`src/rtl/motoro3_pkg.sv`:
```
// rtl/motoro3_pkg.sv - shared state encodings and period defaults for the motoro3 drive
package motoro3_pkg;

  typedef enum logic [2:0] {
    ST_IDLE     = 3'd0,
    ST_ALIGN    = 3'd1,
    ST_RAMP     = 3'd2,
    ST_RUN      = 3'd3,
    ST_STOPPING = 3'd4,
    ST_FAULT    = 3'd5
  } ctrl_state_e;

  // Reload defaults in 10 MHz clocks; the commutation block uses the same values.
  localparam int DEF_CNT_W        = 25;
  localparam int DEF_START_PERIOD = 666_666;
  localparam int DEF_MIN_PERIOD   = 1_667;
  localparam int DEF_RAMP_STEP    = 8_192;
  localparam int DEF_ALIGN_STEPS  = 6;

endpackage

```
`src/rtl/motoro3_period_slewer.sv`:
```
// rtl/motoro3_period_slewer.sv - moves a period one bounded step toward a goal on each tick
module motoro3_period_slewer #(
  parameter int W = 25
) (
  input  logic [W-1:0] cur_i,
  input  logic [W-1:0] goal_i,
  input  logic [W-1:0] step_i,
  input  logic         tick_i,
  output logic [W-1:0] next_o
);

  logic [W-1:0] dn_gap;
  logic [W-1:0] up_gap;

  // Gaps are only used when the subtraction cannot wrap.
  assign dn_gap = cur_i - goal_i;
  assign up_gap = goal_i - cur_i;

  always_comb begin
    next_o = cur_i;
    if (tick_i) begin
      if (cur_i > goal_i) begin
        next_o = cur_i - ((dn_gap < step_i) ? dn_gap : step_i);
      end else if (cur_i < goal_i) begin
        next_o = cur_i + ((up_gap < step_i) ? up_gap : step_i);
      end
    end
  end

endmodule

```
`src/rtl/motoro3_ramp_controller.sv`:
```
// rtl/motoro3_ramp_controller.sv - soft-start/soft-stop sequencer feeding the 6-step commutator
module motoro3_ramp_controller
  import motoro3_pkg::*;
#(
  parameter int CNT_W        = DEF_CNT_W,
  parameter int START_PERIOD = DEF_START_PERIOD,
  parameter int MIN_PERIOD   = DEF_MIN_PERIOD,
  parameter int RAMP_STEP    = DEF_RAMP_STEP,
  parameter int ALIGN_STEPS  = DEF_ALIGN_STEPS
) (
  input  logic             clk,
  input  logic             nRst,
  input  logic             cmdRun,
  input  logic             estop,
  input  logic [CNT_W-1:0] targetPeriod,
  input  logic             stepTick,
  output logic             m3start,
  output logic [CNT_W-1:0] m3period,
  output logic [2:0]       ctrlState,
  output logic             atSpeed,
  output logic             fault
);

  localparam int AW = $clog2(ALIGN_STEPS + 1);
  localparam logic [CNT_W-1:0] START_P = CNT_W'(START_PERIOD);
  localparam logic [CNT_W-1:0] MIN_P   = CNT_W'(MIN_PERIOD);
  localparam logic [CNT_W-1:0] STEP_P  = CNT_W'(RAMP_STEP);
  localparam logic [AW-1:0]    LAST_ALIGN = AW'(ALIGN_STEPS - 1);

  ctrl_state_e      state_q, state_d;
  logic             m3start_q, m3start_d;
  logic [CNT_W-1:0] period_q, period_d;
  logic [AW-1:0]    alignCnt_q, alignCnt_d;
  logic             atSpeed_q, atSpeed_d;

  logic [CNT_W-1:0] tgt;
  logic [CNT_W-1:0] slew_goal;
  logic [CNT_W-1:0] slew_next;
  logic             tick;

  always_comb begin
    if (targetPeriod < MIN_P) begin
      tgt = MIN_P;
    end else if (targetPeriod > START_P) begin
      tgt = START_P;
    end else begin
      tgt = targetPeriod;
    end
  end

  // Ticks only count while the commutator is actually enabled.
  assign tick      = stepTick & m3start_q;
  assign slew_goal = (state_q == ST_STOPPING) ? START_P : tgt;

  motoro3_period_slewer #(
    .W(CNT_W)
  ) u_slewer (
    .cur_i  (period_q),
    .goal_i (slew_goal),
    .step_i (STEP_P),
    .tick_i (tick),
    .next_o (slew_next)
  );

  always_comb begin
    state_d    = state_q;
    m3start_d  = m3start_q;
    period_d   = period_q;
    alignCnt_d = alignCnt_q;
    if (estop) begin
      state_d   = ST_FAULT;
      m3start_d = 1'b0;
      period_d  = START_P;
    end else begin
      case (state_q)
        ST_IDLE: begin
          m3start_d = 1'b0;
          period_d  = START_P;
          if (cmdRun) begin
            state_d    = ST_ALIGN;
            m3start_d  = 1'b1;
            alignCnt_d = '0;
          end
        end
        ST_ALIGN: begin
          period_d = START_P;
          if (!cmdRun) begin
            state_d = ST_STOPPING;
          end else if (tick) begin
            alignCnt_d = alignCnt_q + 1'b1;
            if (alignCnt_q == LAST_ALIGN) begin
              state_d = ST_RAMP;
            end
          end
        end
        ST_RAMP: begin
          if (!cmdRun) begin
            state_d = ST_STOPPING;
          end else begin
            period_d = slew_next;
            if (period_q == tgt) begin
              state_d = ST_RUN;
            end
          end
        end
        ST_RUN: begin
          if (!cmdRun) begin
            state_d = ST_STOPPING;
          end else if (period_q != tgt) begin
            state_d = ST_RAMP;
          end
        end
        ST_STOPPING: begin
          // Resume straight into RAMP from wherever the period has reached.
          if (cmdRun) begin
            state_d = ST_RAMP;
          end else if (tick) begin
            if (period_q == START_P) begin
              state_d   = ST_IDLE;
              m3start_d = 1'b0;
            end else begin
              period_d = slew_next;
            end
          end
        end
        ST_FAULT: begin
          m3start_d = 1'b0;
          period_d  = START_P;
          if (!cmdRun) begin
            state_d = ST_IDLE;
          end
        end
        default: begin
          state_d   = ST_IDLE;
          m3start_d = 1'b0;
          period_d  = START_P;
        end
      endcase
    end
    atSpeed_d = (state_d == ST_RUN) && (period_d == tgt);
  end

  always_ff @(negedge clk or negedge nRst) begin
    if (!nRst) begin
      state_q    <= ST_IDLE;
      m3start_q  <= 1'b0;
      period_q   <= START_P;
      alignCnt_q <= '0;
      atSpeed_q  <= 1'b0;
    end else begin
      state_q    <= state_d;
      m3start_q  <= m3start_d;
      period_q   <= period_d;
      alignCnt_q <= alignCnt_d;
      atSpeed_q  <= atSpeed_d;
    end
  end

  assign m3start   = m3start_q;
  assign m3period  = period_q;
  assign ctrlState = state_q;
  assign atSpeed   = atSpeed_q;
  assign fault     = (state_q == ST_FAULT);

endmodule

```
`config.mk`:
```
export PLATFORM = sky130hd
export DESIGN_NAME = motoro3_ramp_controller
export DESIGN_NICKNAME = d
export VERILOG_FILES = /design/src/rtl/motoro3_pkg.sv /design/src/rtl/motoro3_period_slewer.sv /design/src/rtl/motoro3_ramp_controller.sv
export SDC_FILE = /design/constraint.sdc
export NUM_CORES = 1
export LEC_CHECK = 0
export CAP_MARGIN = 20
export CORE_MARGIN = 8
export CORE_UTILIZATION = 45
export DETAILED_ROUTE_END_ITERATION = 7
export HOLD_SLACK_MARGIN = 0.12
export SLEW_MARGIN = 10
export SYNTH_ARGS = -nofsm -noshare
export SYNTH_HDL_FRONTEND = slang
export SYNTH_SLANG_ARGS = --single-unit
```
`constraint.sdc`:
```
create_clock -name clk -period 9.2 [get_ports clk]
set_input_delay 2.3 -clock clk [delete_from_list [all_inputs] [get_ports clk]]
set_output_delay 2.3 -clock clk [all_outputs]
set_load 0.01 [all_outputs]
```
==> qor.txt, run 1 <==
final WL -> 54100 um
I/O pin cnt -> 61
synthesized area -> 9190 um2
register area share after synthesis -> 9.09%
Comb power frac -> 64.3%
CP endpoint kind -> flop
status -> complete, but fails checks
total power -> 0.00112 W
NetSw -> 0.000493 W
EDFF count, synth -> 0
pwr dens -> 69.9 nW/um2
post-route ant nets -> 0
first-pass GRT wire length -> 78900 um
root buf cell -> clkbuf_16
hold slack -> 459 ps
clk buf depth -> 2
CP max stage cell -> nor4_1
Nets -> 2044
worst-margin pin slew -> 862 ps
Syn Inst Count -> 1351
Die H -> 159 um
type of the worst setup path -> primary input to flop
library cells used by synthesis -> 90
type of origin of the critical path -> primary input
Final Max Slew Viols -> 0
pre-CTS setup slack -> -5920 ps
RSZ-0062 raised after global routing -> true
die footprint -> 25300 um2
CP required -> 4890 ps
async set-reset flop share out of synthesis -> 100%
H-Tree Depth -> 2
GPL Wtd Cong -> 1.08
Initial Util -> 45.6%
number of DRC markers in iteration 0 -> 1859
met2 usage -> 62.2%
Max VDD drop -> 82.9 uV
Avg Inst Size Synth -> 6.80 um2
internal power -> 0.000631 W
aggregate global-route resource usage -> 39.3%
Clock Pin Slew Worst Setup and Hold Paths -> 50 ps
fin worst setup slack -> -5330 ps
CTS Sinks -> 33
worst path bufs/invs -> 5
Ys Warns -> 0
final core occ -> 79.7%
GR Layer Usage met3 -> 9.59%
layout cell share with drive strength beyond 1 -> 43.8%
Relative slew margins -> 42.6%
Worst Skew -> 56.5 ps
port bufs -> 60
num rows -> 52
drt pass-1 iters -> 8
largest net degree at the start of global routing -> 34
final hold vios -> 0
total core area -> 20200 um2
Worst-Skew Late Latency -> 370 ps
Synth top cells by count -> nand2_1 (151), a21oi_1 (142), nor2_1 (112), ha_1 (98), o21ai_0 (98)
post-DP HPWL -> 39800 um
#FFs+latches synth -> 33
Switching Share -> 43.9%
clock power share -> 21.0%
post-synth top area share -> 13.3%
CP max stage delay -> 520 ps
die width -> 159 um
DRC violations left -> 0
total number of vias -> 14302
leading area contributor after synthesis -> ha_1
Sequential Power Share -> 14.7%
violated checks -> negative setup slack
CTS tree -> built
TritonCTS Buffers -> 5
Setup Total Neg Slack -> -109470 ps
count leader, synth -> nand2_1
CP arrival -> 10220 ps
worst hold path type -> flop to flop
Finish-stage setup viols -> 27
vias in the first global route -> 13736
commonest register cell after synthesis -> dfrtn_1
leak pwr -> 7.34 nW
max cap viols -> 0
CP top delay family -> compound AO/OA/AOI/OAI gates
area grow syn2layout -> 74.8%
grt met1 use -> 46.8%
GRT overflow -> 0
routed vias/inst -> 6.55
Top Usage Layer GRT -> met2
CP max FO -> 5
antenna violations before repair -> 3
per-cell routed wire length -> 24.8 um
top post-synthesis cells by area -> ha_1 (13%), a21oi_1 (7.7%), dfrtn_1 (6.8%)
==> placed cells by master, fill, tap and decap left out, types with 16 or more instances in the layout <==
cell type	instances
xnor2_1	36
inv_1	68
buf_6	47
buf_4	473
clkdlybuf4s50_1	34
nor2b_1	17
nor3_1	26
conb_1	29
nor2_1	87
o21a_1	20
o21ai_0	67
dfrtn_1	25
xor2_1	20
nand2b_1	16
a21oi_1	103
nor4_1	17
nand3_1	40
nand4_1	29
ha_1	65
nand2_1	132
ha_4	24
o21ai_1	20
a21o_1	33
a21oi_2	30
==> layer usage <==
layer  share of wire [%]  vias up
met5               0.020        -
met4                 8.3        2
met3                  12      363
met2                  44     1163
met1                  36     6626
li1                    -     6148
==> power by group through the flow <==
stage          registers [W]  logic (W)  clock network (W)
6_report            0.000165   0.000723           0.000236
5_1_grt             0.000165   0.000761           0.000243
4_1_cts             0.000164   0.000642           0.000234
3_5_place_dp        0.000166   0.000578         0.00000603
3_3_place_gp        0.000166   0.000573         0.00000603
2_1_floorplan       0.000163   0.000308         0.00000603
==> through the flow <==
| step | instances | cell area, um2 |
|---|---|---|
| 6_report | 2185 | 16100 |
| 5_1_grt | 2183 | 16100 |
| 4_1_cts | 2145 | 15200 |
| 3_5_place_dp | 2081 | 13700 |
| 3_3_place_gp | 2081 | 13700 |
| 2_1_floorplan | 1378 | 9850 |
==> layout make-up <==
| cell class | instances | area, um2 |
|---|---|---|
| sequential | 33 | 836 |
| inverter | 64 | 245 |
| antenna | 2 | 5.00 |
| multi-input combinational | 1213 | 9670 |
| clock inverter | 10 | 66.3 |
| clock buffer | 6 | 150 |
| fill | 1407 | 4100 |
| tap | 270 | 338 |
| timing repair buffer | 587 | 4760 |
==> worst register-to-register path, delay by kind of cell, from the launching register on <==
kind            cells  cell delay [ps]
xor+xnor            1              190
buf+inv             5              880
fa+ha+maj           2              590
simple gates       10             2270
compound gates     16             3300
flops               1              460
==> sequential cells by signal (all words and copies together) (netlist names) <==
name	count
m3period	25
alignCnt_q	3
ctrlState	3
atSpeed	1
m3start	1
==> final timing paths <==
path,to,startpoint,cells after the start,slack (ps)
min in group asynchronous,m3period[22],nRst,1,6580
min,alignCnt_q[0],alignCnt_q[0],1,460
max,atSpeed,targetPeriod[3],37,-5330
max reg2reg,atSpeed,ctrlState[0],34,1470
min reg2reg,alignCnt_q[0],alignCnt_q[0],1,460
max in group asynchronous,m3period[6],nRst,1,2050
==> cell families (layout without fill, tap and decap cells) <==
kind of cell / after synthesis / count (layout) / share of synthesized area, %
DFF: 33 / 33 / 9.09
other: 2 / 31 / 0.0817
and+or+nand+nor: 514 / 514 / 27.7
xor gates and xnor gates: 67 / 67 / 6.38
adders and majority gates: 102 / 102 / 14.2
AOI/OAI and AO/OA: 489 / 489 / 35.4
muxes: 12 / 12 / 1.32
buffers and inverters: 132 / 667 / 5.81
==> repair_timing <==
action,CTS,global route
hold buffers,0,0
setup endpoints to repair,27,27
hold endpoints to repair,0,0
pin swaps,81,82
setup buffers,52,40
gates resized for setup,244,122
(Power assumes the default switching activity.)
==> run 2, diff against run 1 <==
--- a/config.mk
+++ b/config.mk
@@ -7,7 +7,7 @@
 export LEC_CHECK = 0
 export CAP_MARGIN = 20
 export CORE_MARGIN = 8
-export CORE_UTILIZATION = 45
+export CORE_UTILIZATION = 40
 export DETAILED_ROUTE_END_ITERATION = 7
 export HOLD_SLACK_MARGIN = 0.12
 export SLEW_MARGIN = 10
==> run 2 against run 1 <==
Compared with the run above:
- the flow still finishes with violations (negative setup slack)
- register-to-register slack better by 250 ps
- sequential share of layout area hardly changed
- via count is 3.4% lower
- largest cell class unchanged
==> qor.txt, run 2 (synthesized netlist as in run 1, its figures left out) <==
CP max FO -> 6 (+1)
CP max stage cell -> or4_4
Initial Util -> 40.7% (-4.9 points)
routed vias/inst -> 6.26 (-4.4%)
Worst Skew -> 62.4 ps (+5.85 ps)
vias in the first global route -> 13497 (-1.7%)
port bufs -> 60 (unchanged)
max reg flops -> 25 (unchanged)
total number of vias -> 13817 (-3.4%)
clk buf depth -> 2 (unchanged)
die width -> 168 um (+5.5%)
GR Layer Usage met3 -> 4.80% (-4.8 points)
R2R depth -> 31 (-8.8%)
cts hold-fix bufs -> 0 (unchanged)
first-pass GRT wire length -> 78400 um (-0.66%)
Max VDD drop -> 62.5 uV (-25%)
Nets -> 2054 (+0.49%)
placed cells -> 2115 (+1.6%)
Post-Layout Cell Count -> 2208 (+1.1%)
num rows -> 55 (+5.8%)
area of the multi-input gates -> 9730 um2 (+0.66%)
final hold vios -> 0 (unchanged)
CP required -> 4890 ps (about the same)
fin worst setup slack -> -4980 ps (+346 ps)
Relative slew margins -> 39.5% (-3.1 points)
CP arrival -> 9870 ps (-350 ps)
most common cell after layout, fill and taps aside -> buf_4
most frequent cells in the layout -> buf_4 (470), nand2_1 (129), a21oi_1 (102)
Finish-stage setup viols -> 27 (unchanged)
TritonCTS Buffers -> 5 (unchanged)
Clock Pin Slew Worst Setup and Hold Paths -> 40 ps (about the same)
pwr dens -> 66.5 nW/um2 (-4.9%)
post-DP HPWL -> 41800 um (+5.0%)
CTS Sinks -> 33 (unchanged)
Top Usage Layer GRT -> met2
GRT overflow -> 0 (unchanged)
register area -> 836 um2 (unchanged)
worst hold path type -> flop to flop
worst-margin pin slew -> 908 ps (+45.9 ps)
antenna violations before repair -> 1 (-2)
number of DRC markers in iteration 0 -> 1565 (-16%)
post-route ant nets -> 0 (unchanged)
status -> complete, but fails checks
I/O pin cnt -> 61 (unchanged)
grt met1 use -> 42.7% (-4.1 points)
area grow syn2layout -> 76.5%
CP endpoint kind -> flop
leak pwr -> 7.46 nW (+1.6%)
per-cell routed wire length -> 24.4 um (-1.6%)
final WL -> 53800 um (-0.53%)
layout cell share with drive strength beyond 1 -> 44.0% (+0.19 points)
violated checks -> negative setup slack
root buf cell -> clkbuf_16
Worst-Skew Late Latency -> 370 ps (about the same)
type of the worst setup path -> primary input to flop
RSZ-0062 raised after global routing -> true
die footprint -> 28100 um2 (+11%)
largest net degree at the start of global routing -> 34 (unchanged)
max cap viols -> 0 (unchanged)
aggregate global-route resource usage -> 35.8% (-3.5 points)
Antenna Cells -> 0 (-2)
H-Tree Depth -> 2 (unchanged)
final core occ -> 71.9% (-7.8 points)
met2 usage -> 60.1% (-2.0 points)
Final Max Slew Viols -> 0 (unchanged)
Die H -> 168 um (+5.5%)
CTS tree -> built
drt pass-1 iters -> 8 (unchanged)
worst hold stages -> 1 (unchanged)
total core area -> 22600 um2 (+12%)
fill count -> 1813 (+29%)
GPL Wtd Cong -> 1.04 (-4.0%)
hold slack -> 453 ps (-5.42 ps)
DRC violations left -> 0 (unchanged)
type of origin of the critical path -> primary input
CP max stage delay -> 540 ps (+20 ps)
## run 2: cell count changes in the layout (fill, tap and decap cells not counted), sizes merged
cell / before / now
clkdlybuf4s50: 34 / 35
buf: 532 / 545
clkdlybuf4s15: 4 / 1
diode: 2 / 0
dlygate4sd2: 11 / 16
inv: 73 / 74
clkbuf: 12 / 6
bufinv: 1 / 0
## run 2: path summary, 6_finish.rpt
check                                      from       endpoint  slack (ps)
worst min-delay path              alignCnt_q[0]  alignCnt_q[0]         450
worst max register to register     ctrlState[0]        atSpeed        1720
worst min register to register    alignCnt_q[0]  alignCnt_q[0]         450
max in group asynchronous                  nRst    m3period[2]        2000
min in group asynchronous                  nRst   m3period[16]        6610
worst max-delay path            targetPeriod[8]        atSpeed       -4980
## run 2: critical path, delay by kind of cell
kind | cells | cell delay [ps]
AO/OA/AOI/OAI | 17 | 3870
adder cells (fa/ha/maj) | 2 | 610
buffers and inverters | 4 | 500
multiplexers | 1 | 260
AND/OR/NAND/NOR | 10 | 2310
## run 2: routing by layer
metal  wire [um]  part of all wire [%]
met1       20200                    38
met2       24800                    46
met3        4620                   8.6
met4        4220                   7.8
met5          14                 0.026
## run 2: where the power goes
group / internal, W / total, W / switching [W]
clock: 0.000111 / 0.000193 / 0.0000818
sequential: 0.000152 / 0.000163 / 0.0000104
combinational: 0.000332 / 0.000723 / 0.000391
total: 0.000595 / 0.00108 / 0.000483
## run 2: timing repair
action,in CTS,in global routing
buffers inserted,57,32
pin swaps,109,70
resized for setup,280,102
endpoints found under the setup margin,27,27
## run 2: layout make-up
class / count / area share [%]
Clock buffer: 6 / 0.856
Clock inverter: 10 / 0.231
Inverter: 64 / 1.48
Multi-Input combinational cell: 1213 / 60.0
Sequential cell: 33 / 5.15
Tap cell: 285 / 2.20
Timing Repair Buffer: 597 / 30.1
## run 2: stage by stage
step                power, W  setup TNS (ps)  setup WS (ps)  instance area [um2]
finish               0.00108         -102880          -4980                16200
global route         0.00112         -107030          -5190                16200
CTS                  0.00102          -97510          -4760                15600
detailed placement  0.000766         -128960          -6160                13900
global placement    0.000767         -128360          -6030                13900
floorplan           0.000477          -89210          -4650                 9850
==> run 3, diff against run 2 <==
--- a/config.mk
+++ b/config.mk
@@ -6,10 +6,11 @@
 export NUM_CORES = 1
 export LEC_CHECK = 0
 export CAP_MARGIN = 20
-export CORE_MARGIN = 8
+export CORE_MARGIN = 3
 export CORE_UTILIZATION = 40
 export DETAILED_ROUTE_END_ITERATION = 7
 export HOLD_SLACK_MARGIN = 0.12
+export RECOVER_POWER = 25
 export SLEW_MARGIN = 10
 export SYNTH_ARGS = -nofsm -noshare
 export SYNTH_HDL_FRONTEND = slang
==> run 3 against run 2 <==
Compared with the run above:
- the flow finishes with violations (max-capacitance violations, max-slew violations, negative setup slack)
- combinational power grew 1%
- via count shrank 0.26%
- register-to-register slack lost 520 ps
- routed wire length fell by 4.0%
- core utilization up 1.2 points
- count of clock-buffer cells in the layout down 1
- sequential power hardly changed
- die area is 12% lower
- design area increased by 0.12%
- first-iteration DRC count fell by 8.1%
- total power grew 0.31%
- global-route usage is 2.7 points higher
==> qor.txt, run 3 (synthesized netlist as in run 1, its figures left out) <==
status -> complete, but fails checks
violated checks -> max-capacitance violations, max-slew violations, negative setup slack
Relative slew margins -> -33.2% (-73 points)
area grow syn2layout -> 76.7%
final WL -> 51700 um (-4.0%)
Clock Pin Slew Worst Setup and Hold Paths -> 40 ps (about the same)
layout cell share with drive strength beyond 1 -> 44.4% (+0.40 points)
vias in the first global route -> 12790 (-5.2%)
R2R Path Start -> ctrlState[2]
fill count -> 1702 (-6.1%)
root buf cell -> clkbuf_16
CTS Sinks -> 33 (unchanged)
Finish-stage setup viols -> 27 (unchanged)
leak pwr -> 7.37 nW (-1.2%)
CTS tree -> built
GPL Wtd Cong -> 1.04 (+0.52%)
Max VDD drop -> 106 uV (+69%)
clock power share -> 16.9% (-1.0 points)
I/O pin cnt -> 61 (unchanged)
TritonCTS Buffers -> 5 (unchanged)
antenna violations before repair -> 1 (unchanged)
Worst Skew -> 60.2 ps (-2.19 ps)
Worst-Skew Late Latency -> 370 ps (about the same)
type of the worst setup path -> primary input to flop
clk buf depth -> 2 (unchanged)
worst hold stages -> 2 (+1)
CP max stage delay -> 560 ps (+20 ps)
internal power -> 0.000592 W (-0.56%)
type of origin of the critical path -> primary input
RSZ-0062 raised after global routing -> true
worst-margin pin slew -> 2000 ps (+1090 ps)
post-DP HPWL -> 39200 um (-6.1%)
number of DRC markers in iteration 0 -> 1439 (-8.1%)
cts hold-fix bufs -> 0 (unchanged)
largest net degree at the start of global routing -> 34 (unchanged)
H-Tree Depth -> 2 (unchanged)
port bufs -> 60 (unchanged)
first-pass GRT wire length -> 73500 um (-6.3%)
Die H -> 158 um (-6.0%)
die footprint -> 24800 um2 (-12%)
CP max FO -> 6 (unchanged)
max cap viols -> 1 (+1)
placed cells -> 2092 (-1.1%)
aggregate global-route resource usage -> 38.5% (+2.7 points)
total core area -> 22200 um2 (-1.5%)
pre-CTS setup slack -> -6190 ps (-21.4 ps)
WHS Endpoint -> alignCnt_q[1]
GRT overflow -> 0 (unchanged)
final core occ -> 73.1% (+1.2 points)
max reg flops -> 25 (unchanged)
R2R depth -> 35 (+13%)
most frequent cells in the layout -> buf_4 (437), nand2_1 (123), a21oi_1 (104)
fin worst setup slack -> -4920 ps (+56.9 ps)
R2R setup slack -> 1200 ps (-520 ps)
CP arrival -> 9820 ps (-50 ps)
Sequential Power Share -> 15.4% (+0.3 points)
Comb power frac -> 67.7% (+0.7 points)
num rows -> 54 (-1.8%)
post-route ant nets -> 0 (unchanged)
Min-Delay Startpoint -> alignCnt_q[1]
CP required -> 4900 ps (about the same)
per-cell routed wire length -> 23.7 um (-2.8%)
worst hold path type -> flop to flop
CP max stage cell -> or4_4
DRC violations left -> 0 (unchanged)
CP endpoint kind -> flop
final hold vios -> 0 (unchanged)
die width -> 158 um (-6.0%)
Antenna Cells -> 0 (unchanged)
total power -> 0.00108 W (+0.31%)
routed vias/inst -> 6.32 (+0.97%)
Nets -> 2032 (-1.1%)
NetSw -> 0.000490 W (+1.4%)
Switching Share -> 45.3% (+0.48 points)
Initial Util -> 41.3% (+0.63 points)
pwr dens -> 66.6 nW/um2 (+0.19%)
most common cell after layout, fill and taps aside -> buf_4
Post-Layout Cell Count -> 2181 (-1.2%)
drt pass-1 iters -> 6 (-2)
total number of vias -> 13781 (-0.26%)
reg2reg end -> atSpeed
Final Max Slew Viols -> 34 (+34)
run 3: cell count changes in the layout (fill, tap and decap cells not counted), sizes merged:
cell | before | now
buf | 545 | 521
clkbuf | 6 | 7
clkinv | 0 | 3
clkdlybuf4s50 | 35 | 34
inv | 74 | 72
clkdlybuf4s15 | 1 | 7
dlygate4sd2 | 16 | 11
run 3: how the worst max path moves through the flow:
stage	startpoint	to	slack, ps	depth (start not counted)
after detailed placement	targetPeriod[8]	atSpeed	-6190	37
after floorplan	targetPeriod[12]	atSpeed	-4650	36
after global routing	targetPeriod[3]	atSpeed	-5110	37
after global placement	targetPeriod[4]	atSpeed	-6130	34
final	targetPeriod[8]	atSpeed	-4920	36
after CTS	targetPeriod[8]	atSpeed	-4800	35
run 3: power by group through the flow:
stage / logic (W) / registers (W) / clock network, W
after detailed placement: 0.000588 / 0.000167 / 0.00000603
after floorplan: 0.000308 / 0.000163 / 0.00000603
after CTS: 0.000647 / 0.000165 / 0.000183
after global routing: 0.000771 / 0.000166 / 0.000191
after global placement: 0.000587 / 0.000167 / 0.00000603
final: 0.000732 / 0.000166 / 0.000183
run 3: per-stage QoR:
| step | cell area (um2) | setup TNS, ps | hold WS (ps) |
|---|---|---|---|
| floorplan | 9850 | -89210 | 429 |
| global placement | 13700 | -130640 | 450 |
| detailed placement | 13700 | -130630 | 463 |
| CTS | 15000 | -98100 | 461 |
| global route | 16200 | -104780 | 498 |
| finish | 16200 | -101480 | 462 |
run 3: repair_timing:
| action | in CTS | in global routing |
|---|---|---|
| cloned | 0 | 0 |
| buffers inserted | 39 | 53 |
| pin swaps | 107 | 107 |
| endpoints found under the setup margin | 27 | 27 |
| gates resized for setup | 237 | 203 |
run 3: area by class of cell:
cell class	count	area, um2	area share, %
Clock buffer	5	125	0.770
Clock inverter	11	45.0	0.277
Inverter	64	240	1.48
Multi-Input combinational cell	1213	9890	60.9
Sequential cell	33	836	5.15
Tap cell	280	350	2.16
Timing Repair Buffer	575	4750	29.3
run 3: layer usage:
| metal | track usage, % | share of wire, % |
|---|---|---|
| met2 | 63.5 | 45 |
| met3 | 6.97 | 9.6 |
| met1 | 48.0 | 37 |
| met5 | 0 | 0.025 |
| met4 | 20.2 | 7.8 |
run 3: worst max-delay path: cells and delay by family:
family / cells / cell delay, ps
AOI/OAI and AO/OA: 17 / 3170
xor gates and xnor gates: 1 / 160
adders and majority gates: 2 / 590
buffers and inverters: 5 / 690
and+or+nand+nor: 11 / 2890
